[config.mk]
export PLATFORM = sky130hd
export DESIGN_NAME = isqrt_seq
export DESIGN_NICKNAME = d
export VERILOG_FILES = /design/src/rtl/isqrt_seq.sv
export SDC_FILE = /design/constraint.sdc
export NUM_CORES = 1
export LEC_CHECK = 0
export ABC_CLOCK_PERIOD_IN_PS = 2300
export BUFFER_PORTS_ARGS = -buffer_cell sky130_fd_sc_hd__buf_4
export CAP_MARGIN = 40
export CORE_MARGIN = 5
export CORE_UTILIZATION = 55
export DETAILED_ROUTE_END_ITERATION = 10
export GPL_TIMING_DRIVEN = 0
export MAX_ROUTING_LAYER = met4
export PLACE_DENSITY = 0.77
export RECOVER_POWER = 100
export SETUP_SLACK_MARGIN = 0.3
export SLEW_MARGIN = 10
export SYNTH_ARGS = -nofsm -noshare
export SYNTH_HDL_FRONTEND = slang
export SYNTH_SLANG_ARGS = --single-unit
[constraint.sdc]
create_clock -name clk -period 2.3 [get_ports clk]
set_input_delay 0 -clock clk [delete_from_list [all_inputs] [get_ports clk]]
set_output_delay 0 -clock clk [all_outputs]
set_load 0.01 [all_outputs]
[src/rtl/isqrt_seq.sv]
// Sequential integer square root, digit-by-digit: one root bit per clock.
// Returns floor(sqrt(num)) and num - root^2 for a 2n-bit unsigned operand.
module isqrt_seq #(
  parameter int unsigned n = 4
) (
  input  logic           clk,
  input  logic           rst_n,
  input  logic           start,
  input  logic [2*n-1:0] num,
  output logic           busy,
  output logic           done,
  output logic [n-1:0]   root,
  output logic [n:0]     rem
);

  localparam int unsigned NW = 2 * n;
  localparam int unsigned RW = n + 2;
  localparam int unsigned CW = $clog2(n);

  typedef enum logic [1:0] {
    IDLE = 2'd0,
    CALC = 2'd1,
    DONE = 2'd2
  } state_t;

  state_t        state;
  state_t        state_d;
  logic          busy_d;
  logic          done_d;
  logic          load_c;
  logic          step_c;
  logic          last_c;

  logic [NW-1:0] opnd;
  logic [RW-1:0] wrem;
  logic [n-1:0]  wroot;
  logic [CW-1:0] cnt;

  logic [RW-1:0] rsh_c;
  logic [RW-1:0] trial_c;
  logic [RW-1:0] rnext_c;
  logic [n-1:0]  qnext_c;
  logic          ge_c;

  // State register plus registered status flags
  always_ff @(posedge clk or negedge rst_n) begin
    if (!rst_n) begin
      state <= IDLE;
      busy  <= 1'b0;
      done  <= 1'b0;
    end else begin
      state <= state_d;
      busy  <= busy_d;
      done  <= done_d;
    end
  end

  assign last_c = (cnt == '0);

  // Next-state logic
  always_comb begin
    state_d = state;
    case (state)
      IDLE:    if (start) state_d = CALC;
      CALC:    if (last_c) state_d = DONE;
      DONE:    state_d = start ? CALC : IDLE;
      default: state_d = IDLE;
    endcase
  end

  // Output / control decode; flags are registered from the next state
  always_comb begin
    busy_d = 1'b0;
    done_d = 1'b0;
    load_c = 1'b0;
    step_c = 1'b0;
    busy_d = (state_d == CALC);
    done_d = (state_d == DONE);
    load_c = start && ((state == IDLE) || (state == DONE));
    step_c = (state == CALC);
  end

  // One digit step: bring down two operand bits and try subtracting 4q+1
  always_comb begin
    rsh_c   = RW'({wrem, opnd[NW-1 -: 2]});
    trial_c = {wroot, 2'b01};
    ge_c    = (rsh_c >= trial_c);
    rnext_c = ge_c ? (rsh_c - trial_c) : rsh_c;
    qnext_c = {wroot[n-2:0], ge_c};
  end

  // Working registers
  always_ff @(posedge clk or negedge rst_n) begin
    if (!rst_n) begin
      opnd  <= '0;
      wrem  <= '0;
      wroot <= '0;
      cnt   <= '0;
    end else if (load_c) begin
      opnd  <= num;
      wrem  <= '0;
      wroot <= '0;
      cnt   <= CW'(n - 1);
    end else if (step_c) begin
      opnd  <= opnd << 2;
      wrem  <= rnext_c;
      wroot <= qnext_c;
      cnt   <= cnt - CW'(1);
    end
  end

  // Result registers change only on the edge entering DONE
  always_ff @(posedge clk or negedge rst_n) begin
    if (!rst_n) begin
      root <= '0;
      rem  <= '0;
    end else if (step_c && last_c) begin
      root <= qnext_c;
      rem  <= rnext_c[n:0];
    end
  end

endmodule

======== Yosys cells after proc, flatten, opt, wreduce, memory -nomap -nowiden ========
Index checks and enable logic that the tools add are counted.
operators by class
  reductions and logical operators ........ 6
  multiplexer cells ....................... 13
  eq/ne operators ......................... 4
  magnitude comparators ................... 1
  $add $sub $neg .......................... 2
operators by type and width
  kind                 number
  $mux 4               4
  $mux 8               2
  $mux 2               4
  $ge 6x6->1           1
  $pmux 2 s3           1
  $mux 5               1
  $sub 5x5->5          1
  $eq 2x1->1 const B   2
  $eq 2x2->1 const B   2
  $logic_not 2->1      2
  $logic_and 1x1->1    2
  $reduce_bool 2->1    1
  $sub 2x1->2 const B  1
  $logic_or 1x1->1     1
  $mux 1               1
word-level totals
  input bits .............................. 11
  output and inout bits ................... 11
  logic and storage cells ................. 35
  register bits ........................... 31

======== Logic depth before layout (Yosys ltp) ========
  word-level depth ........................ 4
  depth in mapped cells ................... 8
  depth with buffers taken out ............ 7

======== Least setup slack after synthesis ========
No wires, ideal clock.
  path type ............................... register -> register
  start ................................... register wrem[2]
  end ..................................... register rem[0]
  setup slack ............................. 0.487 ns
  clock period less this slack ............ 1.813 ns
  path buffers ............................ 1
  cell stages (with the launch flop) ...... 8
  data required time ...................... 2.175 ns
  data arrival time ....................... 1.688 ns
  library setup time ...................... 0.125 ns
  cells stage by stage .................... dfrtp_1 ha_1 a21oi_2 nand2_1 a211o_1 buf_6 xnor2_1 mux2_2
on the way
  word-level cells in the longest chain between the ends .. 2
RTL lines
  element                   line  text
  start: declaration        35    logic [RW-1:0] wrem;
  start signal: assignment  106   wrem <= rnext_c;
  $ge 6x6->1                87    ge_c = (rsh_c >= trial_c);
  $mux 5                    88    rnext_c = ge_c ? (rsh_c - trial_c) : rsh_c;
  end signal: assignment    119   rem <= rnext_c[n:0];
  end: declaration          13    output logic [n:0] rem
Every way passes these cells.
A chain may end at the register's enable or synchronous reset.

======== Worst setup path after layout ========
  start ................................... register wroot[1]
  end ..................................... register rem[0]
on the way
  word-level cells in the longest chain between the ends .. 2
RTL lines
  element                   line  text
  start: declaration        36    logic [n-1:0] wroot;
  start signal: assignment  107   wroot <= qnext_c;
  $ge 6x6->1                87
  $mux 5                    88
Every way passes these cells.

==> results.py <==
metrics = {
    "sta": {
        "relSlewSlack": -0.08299,
        "setup_viol_count_final": 0,
        "fin_tns_setup_ns": 0,
        "max_freq_ghz": 0.5065,
        "fin_crit_sh": 0.8584,
        "tightest_slew_ns": 1.624,
        "rsz0062_at_grt": "no",
        "hold_violations": 0,
        "slew_viol_final": 32,
        "post-route-min-period_ns": 1.974,
        "clock_skew_ns": 0.007497,
    },
    "detailed_routing": {
        "drcViolationCount": 0,
        "vias_per_cell": 5.560,
        "ant_nets": 0,
        "drtIter0Drc": 45,
        "vias": 1162,
        "first_pass_iters": 4,
        "routed_wl_microns": 3021,
        "wl_per_cell_microns": 14.45,
    },
    "critical_path": {
        "crit_path_top_delay_cell": "dfrtp_1",
        "critPathKind": "reg2reg",
        "required_ns": 2.52,
        "path_cells": "inv_1 -> ha_1 -> nand3_1 -> nand2_1 -> a211o_1 -> clkbuf_2 -> xnor2_1 -> mux2_2",
        "crit_fanout": 7,
        "path_buf_inv": 2,
        "critical_path.top_delay_family": "flip-flops",
        "path_depth": 8,
        "critPathCaptureType": "flop",
        "ff2ff_path_depth": 8,
        "critPathArrivalTime_ns": 2.20,
        "worstSetupStartpointType": "flop",
        "max_stage_delay_ns": 0.39,
    },
    "global_routing": {
        "met2_usage": 0.2746,
        "use_met1": 0.2191,
        "busiest_layer": "met2",
        "grt_pass1_vias": 1238,
        "use_met3": 0.06115,
        "antenna_found_initial": 0,
        "grt_pass1_wl_microns": 5526,
        "overflow": 0,
        "grt_usage": 0.1816,
        "grt_start_max_net_pins": 32,
    },
    "synthesis": {
        "synthCells": 143,
        "avgSynthCellArea_sq_um": 10.66,
        "synth.area.top_cells": "dfrtp_1 (51%), mux2i_1 (8.5%), ha_1 (5.7%)",
        "synth_edf_count": 0,
        "ys_async_sr_fraction": 1.000,
        "synth_warnings": 0,
        "yosys-top-cells-count": "dfrtp_1 (31), nand2_1 (15), mux2i_1 (13)",
        "synth_area_sq_um": 1524,
        "ys_seq_area_frac": 0.5090,
        "syn_nets": 161,
        "synth_top_area_cell": "dfrtp_1",
        "synth_cell_types": 30,
        "synth_top_area_frac": 0.5090,
        "yosysMostFrequentCell": "dfrtp_1",
        "ys.flop_type": "dfrtp_1",
        "synth_seq_cells": 31,
    },
    "floorplanning": {
        "ios": 22,
        "coreArea_sq_um": 2710,
        "die_area_sq_um": 3924,
        "start_util": 0.5623,
        "rows": 19,
        "die_h_microns": 62.64,
        "dieWidth_microns": 62.64,
    },
    "clock_network": {
        "clock_latency_ns": 0.34,
        "cts_made_buffers": 5,
        "cts.clk_slew.worst_paths_ns": 0.10,
        "cts_setup_buffers": 0,
        "clkSinkCount": 31,
        "h-tree-depth": 2,
        "cts_buffer_depth": 2,
        "cts_tree": "yes",
        "root_buffer": "clkbuf_4",
    },
    "power": {
        "power_density_nw_per_um2": 1527,
        "max-vdd-ir-drop_v": 0.001230,
        "power_mw": 2.735,
        "leakagePower_nw": 0.8473,
    },
    "status": {
        "status": "complete, but fails checks",
        "violations": "max-capacitance violations, max-slew violations",
    },
    "finish": {
        "regArea_sq_um": 775.7,
        "multiInputGateArea_sq_um": 674.4,
        "syn2layout_area_growth_pct": 17.49,
        "fillCellCount": 256,
        "drive_gt1_frac": 0.1404,
        "nets": 195,
        "antenna_cells": 0,
    },
    "place": {
        "place_hpwl_microns": 2130,
        "port_buffers": 20,
        "gp_congestion": 0.8971,
    },
    "run": {
        "drv_cap": 1,
    },
    "min_path": {
        "min_path_cells": 4,
        "holdCritPathClass": "in2reg",
    },
}
[stage by stage]
| step | std cells | hold slack [ns] | util | instance area, sq um | setup slack [ns] |
|---|---|---|---|---|---|
| floorplan | 143 | -0.2956 | - | 1524 | 0.4870 |
| detailed placement | 194 | -0.04385 | 0.6320 | 1713 | 0.3734 |
| CTS | 209 | 0.03000 | 0.6773 | 1836 | 0.3578 |
| global placement | 194 | -0.04965 | 0.6320 | 1713 | 0.4108 |
| global route | 209 | 0.03489 | 0.6607 | 1790 | 0.1819 |
| finish | 209 | 0.03135 | 0.6607 | 1790 | 0.3256 |
[area by class of cell]
cell class,count,share of cell area
Buffer,7,0.01607
Clock buffer,5,0.02096
Sequential cell,31,0.4333
Multi-Input combinational cell,93,0.3767
Tap cell,31,0.02166
Inverter,12,0.02516
Timing Repair Buffer,27,0.09783
Clock inverter,3,0.008386
[cell usage in the layout (no fill, tap or decap), types with 4 or more instances in the layout]
master          n
o21ai_0        13
mux2i_1        13
a211oi_1        4
dlygate4sd3_1   7
nand2_1        15
buf_4           8
clkbuf_4        5
clkbuf_1       17
nor2b_1         4
a21oi_1         9
dfrtp_1        31
ha_1            6
inv_1          12
[kinds of logic after synthesis]
| logic type | synth area share |
|---|---|
| adders and majority gates | 0.05747 |
| buffers and inverters | 0.05418 |
| xor gates and xnor gates | 0.02299 |
| muxes | 0.1075 |
| AOI/OAI and AO/OA | 0.1585 |
| DFF | 0.5090 |
| and+or+nand+nor | 0.09030 |
[where the power goes]
| group | leakage (nW) | total, mW | switching [mW] | internal, mW |
|---|---|---|---|---|
| clock network | 0.0347 | 0.306 | 0.193 | 0.113 |
| registers | 0.381 | 0.948 | 0.144 | 0.804 |
| logic | 0.431 | 1.48 | 0.831 | 0.650 |
[worst reg2reg max path: cells and delay by family, from the launching register on]
kind                       cells  cell delay, ns
and+or+nand+nor                2            0.15
muxes                          1            0.27
DFF                            1            0.39
adders and majority gates      1            0.28
buffers and inverters          2            0.30
AOI/OAI and AO/OA              1            0.28
xor gates and xnor gates       1            0.18
[state kept, by name, indices dropped and copies added, names as in the netlist]
name	flops
wroot	4
opnd	8
busy	1
wrem	4
root	4
cnt	2
rem	5
done	1
state	2
[layer usage]
layer	share of wire	wire length (microns)
met5	0	0
met4	0.016	48
met3	0.057	173
met2	0.46	1397
met1	0.46	1400
[worst paths after layout]
path / start / to / slack, ns
max: wroot[1] / rem[0] / 0.33
min: num[6] / opnd[6] / 0.03
max reg2reg: wroot[1] / rem[0] / 0.33
min reg2reg: rem[2] / rem[2] / 0.48
max in group asynchronous: rst_n / wrem[3] / 0.76
min in group asynchronous: rst_n / cnt[0] / 0.60
[repair_timing]
| action | in CTS | in global routing |
|---|---|---|
| hold buffers | 7 | 0 |
| hold endpoints to repair | 37 | 0 |
| endpoints found under the setup margin | 0 | 3 |
| gates resized for setup | 0 | 1 |
Note: power is estimated with default switching activity, not from simulation.
